## src/rtl/stream_mux_pkg.sv

```systemverilog
// rtl/stream_mux_pkg.sv - shared constants, FSM state type and width helper for stream_mux
package stream_mux_pkg;

  localparam int MODE_FIXED = 0;
  localparam int MODE_RR    = 1;

  typedef enum logic {
    ST_IDLE = 1'b0,
    ST_LOCK = 1'b1
  } state_e;

  // Channel-id width; never narrower than one bit.
  function automatic int chw_of(input int n);
    return (n > 1) ? $clog2(n) : 1;
  endfunction

endpackage

```

## src/rtl/stream_mux_arbiter.sv

```systemverilog
// rtl/stream_mux_arbiter.sv - combinational fixed-priority / round-robin grant picker
module rr_arbiter
  import stream_mux_pkg::*;
#(
  parameter int NCH  = 4,
  parameter int MODE = MODE_FIXED,
  parameter int CHW  = chw_of(NCH)
) (
  input  logic [NCH-1:0] req_i,
  input  logic [CHW-1:0] ptr_i,
  output logic [NCH-1:0] grant_o,
  output logic [CHW-1:0] index_o
);

  int   idx;
  logic found;

  // Scan channels starting at the pointer (round-robin) or at zero (fixed); first requester wins.
  always_comb begin
    grant_o = '0;
    index_o = '0;
    found   = 1'b0;
    idx     = 0;
    for (int k = 0; k < NCH; k++) begin
      idx = (MODE == MODE_RR) ? ((int'(ptr_i) + k) % NCH) : k;
      if (!found && req_i[idx]) begin
        found        = 1'b1;
        grant_o[idx] = 1'b1;
        index_o      = CHW'(idx);
      end
    end
  end

endmodule

```

## src/rtl/stream_mux.sv

```systemverilog
// rtl/stream_mux.sv - N-channel packet-locked stream selector with registered output stage
module stream_mux
  import stream_mux_pkg::*;
#(
  parameter int WIDTH = 32,
  parameter int NCH   = 4,
  parameter int MODE  = MODE_FIXED,
  localparam int CHW  = chw_of(NCH)
) (
  input  logic                 clk_i,
  input  logic                 rst_n_i,
  input  logic [NCH-1:0]       in_valid_i,
  output logic [NCH-1:0]       in_ready_o,
  input  logic [NCH*WIDTH-1:0] in_data_i,
  input  logic [NCH-1:0]       in_last_i,
  output logic                 out_valid_o,
  input  logic                 out_ready_i,
  output logic [WIDTH-1:0]     out_data_o,
  output logic                 out_last_o,
  output logic [CHW-1:0]       out_ch_o
);

  state_e             state_q;
  logic [CHW-1:0]     lock_q;
  logic [CHW-1:0]     ptr_q;
  logic [CHW-1:0]     ptr_d;
  logic               out_valid_q;
  logic [WIDTH-1:0]   out_data_q;
  logic               out_last_q;
  logic [CHW-1:0]     out_ch_q;

  logic               load;
  logic [NCH-1:0]     arb_grant;
  logic [CHW-1:0]     arb_index;
  logic [NCH-1:0]     gnt;
  logic [CHW-1:0]     sel;
  logic               accept;
  logic               sel_last;
  logic [WIDTH-1:0]   sel_data;

  // The output register can take a new beat when empty or when its beat leaves this cycle.
  assign load = !out_valid_q | out_ready_i;

  rr_arbiter #(
    .NCH  (NCH),
    .MODE (MODE),
    .CHW  (CHW)
  ) u_arb (
    .req_i   (in_valid_i),
    .ptr_i   (ptr_q),
    .grant_o (arb_grant),
    .index_o (arb_index)
  );

  // While locked only the owning channel may be granted; otherwise the arbiter decides.
  always_comb begin
    gnt = '0;
    sel = arb_index;
    if (state_q == ST_LOCK) begin
      sel         = lock_q;
      gnt[lock_q] = in_valid_i[lock_q];
    end else begin
      gnt = arb_grant;
    end
  end

  assign in_ready_o = load ? gnt : '0;
  assign accept     = |(in_valid_i & in_ready_o);
  assign sel_last   = in_last_i[sel];
  assign sel_data   = in_data_i[int'(sel)*WIDTH +: WIDTH];
  assign ptr_d      = (sel == CHW'(NCH - 1)) ? '0 : sel + CHW'(1);

  // Packet-lock FSM plus round-robin pointer, which advances past the winner at end of packet.
  always_ff @(posedge clk_i or negedge rst_n_i) begin
    if (!rst_n_i) begin
      state_q <= ST_IDLE;
      lock_q  <= '0;
      ptr_q   <= '0;
    end else if (accept) begin
      case (state_q)
        ST_IDLE: begin
          if (!sel_last) begin
            state_q <= ST_LOCK;
            lock_q  <= sel;
          end
        end
        ST_LOCK: begin
          if (sel_last) begin
            state_q <= ST_IDLE;
          end
        end
        default: state_q <= ST_IDLE;
      endcase
      if (sel_last && (MODE == MODE_RR)) begin
        ptr_q <= ptr_d;
      end
    end
  end

  // Output stage: load on acceptance, empty when drained with nothing new, hold under backpressure.
  always_ff @(posedge clk_i or negedge rst_n_i) begin
    if (!rst_n_i) begin
      out_valid_q <= 1'b0;
      out_data_q  <= '0;
      out_last_q  <= 1'b0;
      out_ch_q    <= '0;
    end else if (load) begin
      if (accept) begin
        out_valid_q <= 1'b1;
        out_data_q  <= sel_data;
        out_last_q  <= sel_last;
        out_ch_q    <= sel;
      end else begin
        out_valid_q <= 1'b0;
      end
    end
  end

  assign out_valid_o = out_valid_q;
  assign out_data_o  = out_data_q;
  assign out_last_o  = out_last_q;
  assign out_ch_o    = out_ch_q;

endmodule

```

## config.mk

```make
export PLATFORM = sky130hd
export DESIGN_NAME = stream_mux
export DESIGN_NICKNAME = d
export VERILOG_FILES = /design/src/rtl/stream_mux_pkg.sv /design/src/rtl/stream_mux_arbiter.sv /design/src/rtl/stream_mux.sv
export SDC_FILE = /design/constraint.sdc
export NUM_CORES = 1
export LEC_CHECK = 0
export CAP_MARGIN = 20
export CORE_UTILIZATION = 36
export DETAILED_ROUTE_END_ITERATION = 12
export PLACE_DENSITY = 0.84
export SETUP_SLACK_MARGIN = 0.2
export SLEW_MARGIN = 5
export SYNTH_ARGS = -nofsm -noshare
export SYNTH_HDL_FRONTEND = slang
export SYNTH_SLANG_ARGS = --single-unit
export TNS_END_PERCENT = 10
```

## constraint.sdc

```tcl
create_clock -name clk_i -period 2.39 [get_ports clk_i]
set_input_delay 0.3585 -clock clk_i [delete_from_list [all_inputs] [get_ports clk_i]]
set_output_delay 0.3585 -clock clk_i [all_outputs]
set_load 0.02 [all_outputs]
```

==> metrics.csv <==
stage,metric,value,unit
route,DR vias,2967,
floorplanning,Ports,179,
timing,Peak Freq,0.452,GHz
timing,Clock Skews,6.21,ps
place,routability congestion estimate,0.777,
hold_path,min-delay worst type,in2async,
timing,RSZ-0062 raised after global routing,yes,
synth,ys async rst share,1.00,
place,Placed Area,4570,sq um
worst_setup_path,CP Capture Type,output port,
power_and_ir_drop,net switching power,1.97,mW
worst_setup_path,Slowest cell on crit path,or3_4,
global_routing,number of global-route vias before repair,2907,
worst_setup_path,CP max FO,5,
worst_setup_path,reg2reg setup slack,280,ps
cells_and_area,Area Growth Syn to Fin,78.5,%
power_and_ir_drop,Clk pwr share,0.116,
synth,register bit total from synthesis,39,
clocking,hold-fix buffers at CTS,0,
global_routing,met1 Resource Use GR,0.244,
clocking,worst skew pair latency,290,ps
floorplanning,Vert. Die Dim,87.8,um
synth,share of the yosys chip area belonging to registers,0.368,
synth,biggest area consumer among synthesized cells,dfrtp_1,
place,hpwl dp,6570,um
run,# Max-Cap Violations,0,
power_and_ir_drop,Tot Pwr,4.87,mW
synth,synth cell count leaders,"nand2_1 (71), dfrtp_1 (39), and2_1 (33)",
global_routing,GRT busiest layer,met2,
synth,Synth top area share,0.368,
cells_and_area,post-route insts no fill,572,
worst_setup_path,worst stage delay on the critical path,430,ps
global_routing,first-pass GRT wire length,13300,um
clocking,clock root buffer,clkbuf_8,
timing,Hold Slack,173,ps
cells_and_area,Nets,614,
cells_and_area,Filler Cells Inserted,572,
clocking,clk sink count,39,
global_routing,met2 Use GR,0.402,
floorplanning,core area,6940,sq um
place,port bufs,178,
synth,top-count cell post-synth,nand2_1,
power_and_ir_drop,part of the power in registers,0.244,
clocking,Clock transition at path regs,80,ps
cells_and_area,storage element area,977,sq um
global_routing,initial antenna violation count,0,
worst_setup_path,CP required,2030,ps
clocking,Clock Tree Buf Depth,2,
timing,max_slew headroom,0.414,
route,post-route ant nets,0,
route,drt total wl,8410,um
route,TritonRoute pass-1 iters,4,
floorplanning,Rows,30,
power_and_ir_drop,VDD IR-drop max,0.000441,V
global_routing,met3 global-route usage,0.0716,
timing,Fin. Hold Viols,0,
power_and_ir_drop,Pint,2.91,mW
synth,largest cells by area after synthesis,"dfrtp_1 (37%), a311oi_1 (11%), nand2_1 (10%)",
clocking,CTS tree,done,
timing,Final WS setup,176,ps
power_and_ir_drop,Pwr Density,1030,nW/um^2
synth,Post-synth EDFFs,0,
synth,"Distinct cells, synth",28,
power_and_ir_drop,Leak,2.04,nW
timing,Setup Viol. Count Final,0,
worst_setup_path,Critical Path AT,1860,ps
worst_setup_path,critical path type,in2out,
global_routing,largest net degree at the start of global routing,40,
synth,Ys Warns,0,
timing,ratio of final minimum period to clock period,0.926,
cells_and_area,area of the multi-input gates,1510,sq um
timing,Tmin final,2210,ps
synth,Gate Count Post-Synth,302,
synth,syn nets,441,
worst_setup_path,reg-to-reg endpoint,out_data_o[2],
place,Place WS,-119,ps
timing,Worst-Margin Slew,879,ps
clocking,CTS Buf Count,5,
floorplanning,Die Footprint,7710,sq um
route,routed len/inst,14.7,um
cells_and_area,diode count,0,
cells_and_area,share of layout cells above drive strength 1,0.0798,
worst_setup_path,Startpoint Class,primary input,
clocking,H-Tree Depth,2,
status,status,"complete, no violations",
cells_and_area,post-route design area,4730,sq um
timing,Slew Limit Fails,0,
route,DRC viols,0,
synth,commonest register cell after synthesis,dfrtp_1,
place,Cells after DPL,562,
synth,Post-Syn Area,2650,sq um
worst_setup_path,Reg2Reg Depth,8,
route,Vias per Instance,5.19,
synth,mean post-synth cell area,8.77,sq um
route,Detailed Route Iter0 Violations,95,
power_and_ir_drop,Comb pwr share,0.640,
power_and_ir_drop,Sw Share,0.404,
global_routing,total track usage,0.219,
floorplanning,Initial Util,0.382,
worst_setup_path,crit-path cells,clkdlybuf4s50_1 -> or3_4 -> o22ai_1 -> and3_1 -> clkdlybuf4s15_1,
worst_setup_path,R2R Path Start,state_q,
global_routing,gr ovfl total,0,
floorplanning,Die X,87.8,um
==> metrics by stage <==
stage,setup TNS [ps],util
floorplan,0,-
global placement,-181,0.659
detailed placement,-1400,0.659
CTS,0,0.675
global route,0,0.681
finish,0,0.681
==> metal layers <==
layer  wire (um)  part of all wire
met5           0                 0
met4          87             0.010
met3         817             0.097
met2        4280              0.51
met1        3220              0.38
==> state kept, by name, summed over array words and instances (netlist names) <==
| register | cells |
|---|---|
| out_data_o | 32 |
| out_ch_o | 2 |
| lock_q | 2 |
| state_q | 1 |
| out_valid_o | 1 |
| out_last_o | 1 |
==> placed cells by master, fill, tap and decap left out <==
cell,netlist,routed
clkbuf_8,0,6
a22o_1,1,1
bufinv_16,0,1
o31a_2,0,1
nand2b_1,2,2
dfrtp_1,39,38
a21o_1,32,32
or2b_2,1,1
dlygate4sd2_1,0,1
mux2_2,2,2
or3_4,1,1
a211oi_1,32,32
dlymetal6s2s_1,0,1
clkdlybuf4s50_1,0,174
o21a_2,0,1
dfrtp_2,0,1
buf_4,0,9
clkinv_2,0,1
a21boi_0,2,2
and2_1,33,33
o22ai_1,2,2
clkdlybuf4s15_1,0,1
a311oi_1,32,29
o21ai_0,4,4
nand2_1,71,71
o21ai_4,1,1
inv_1,3,3
nor2_1,2,2
o31ai_4,0,1
buf_12,1,7
a21oi_1,1,1
and3_1,4,4
buf_2,9,1
mux2i_1,5,5
a311oi_2,0,3
buf_6,2,1
==> worst max-delay path by stage <==
stage	from	to	slack (ps)	depth (start not counted)
final	in_valid_i[0]	in_ready_o[3]	180	5
after global routing	in_valid_i[0]	out_data_o[13]	110	9
after CTS	in_valid_i[0]	in_ready_o[3]	150	5
after detailed placement	in_valid_i[0]	out_data_o[24]	-120	8
after global placement	in_valid_i[0]	in_ready_o[3]	-90	5
after floorplan	state_q	lock_q[1]	460	7
==> worst max-delay path, delay by kind of cell <==
kind / cells / cell delay [ps]
buf+inv: 2 / 720
simple gates: 2 / 610
compound gates: 1 / 160
==> cells by family after synthesis <==
kind of cell,after synthesis,synth area share
muxes,7,0.0274
DFF,39,0.368
buffers and inverters,32,0.0741
AOI/OAI and AO/OA,110,0.327
and+or+nand+nor,114,0.203
==> repair_timing <==
item | in CTS | in global routing
gates resized for setup | 2 | 7
setup endpoints to repair | 7 | 36
endpoints found under the hold margin | 0 | 0
setup buffers | 0 | 2
pin swaps | 0 | 1
==> power by group through the flow <==
stage	sequential (mW)	clock, mW	combinational, mW
2_1_floorplan	1.54	0	1.42
3_3_place_gp	1.19	0	3.01
3_5_place_dp	1.20	0	3.09
4_1_cts	1.19	0.580	3.10
5_1_grt	1.23	0.608	3.35
6_report	1.19	0.564	3.12
==> layout make-up <==
class / count / area share
timing repair buffer: 195 / 0.422
clock buffer: 6 / 0.0175
clock inverter: 2 / 0.00741
multi-input combinational: 231 / 0.319
tap: 96 / 0.0254
inverter: 3 / 0.00238
sequential: 39 / 0.207
(Power assumes the default switching activity.)
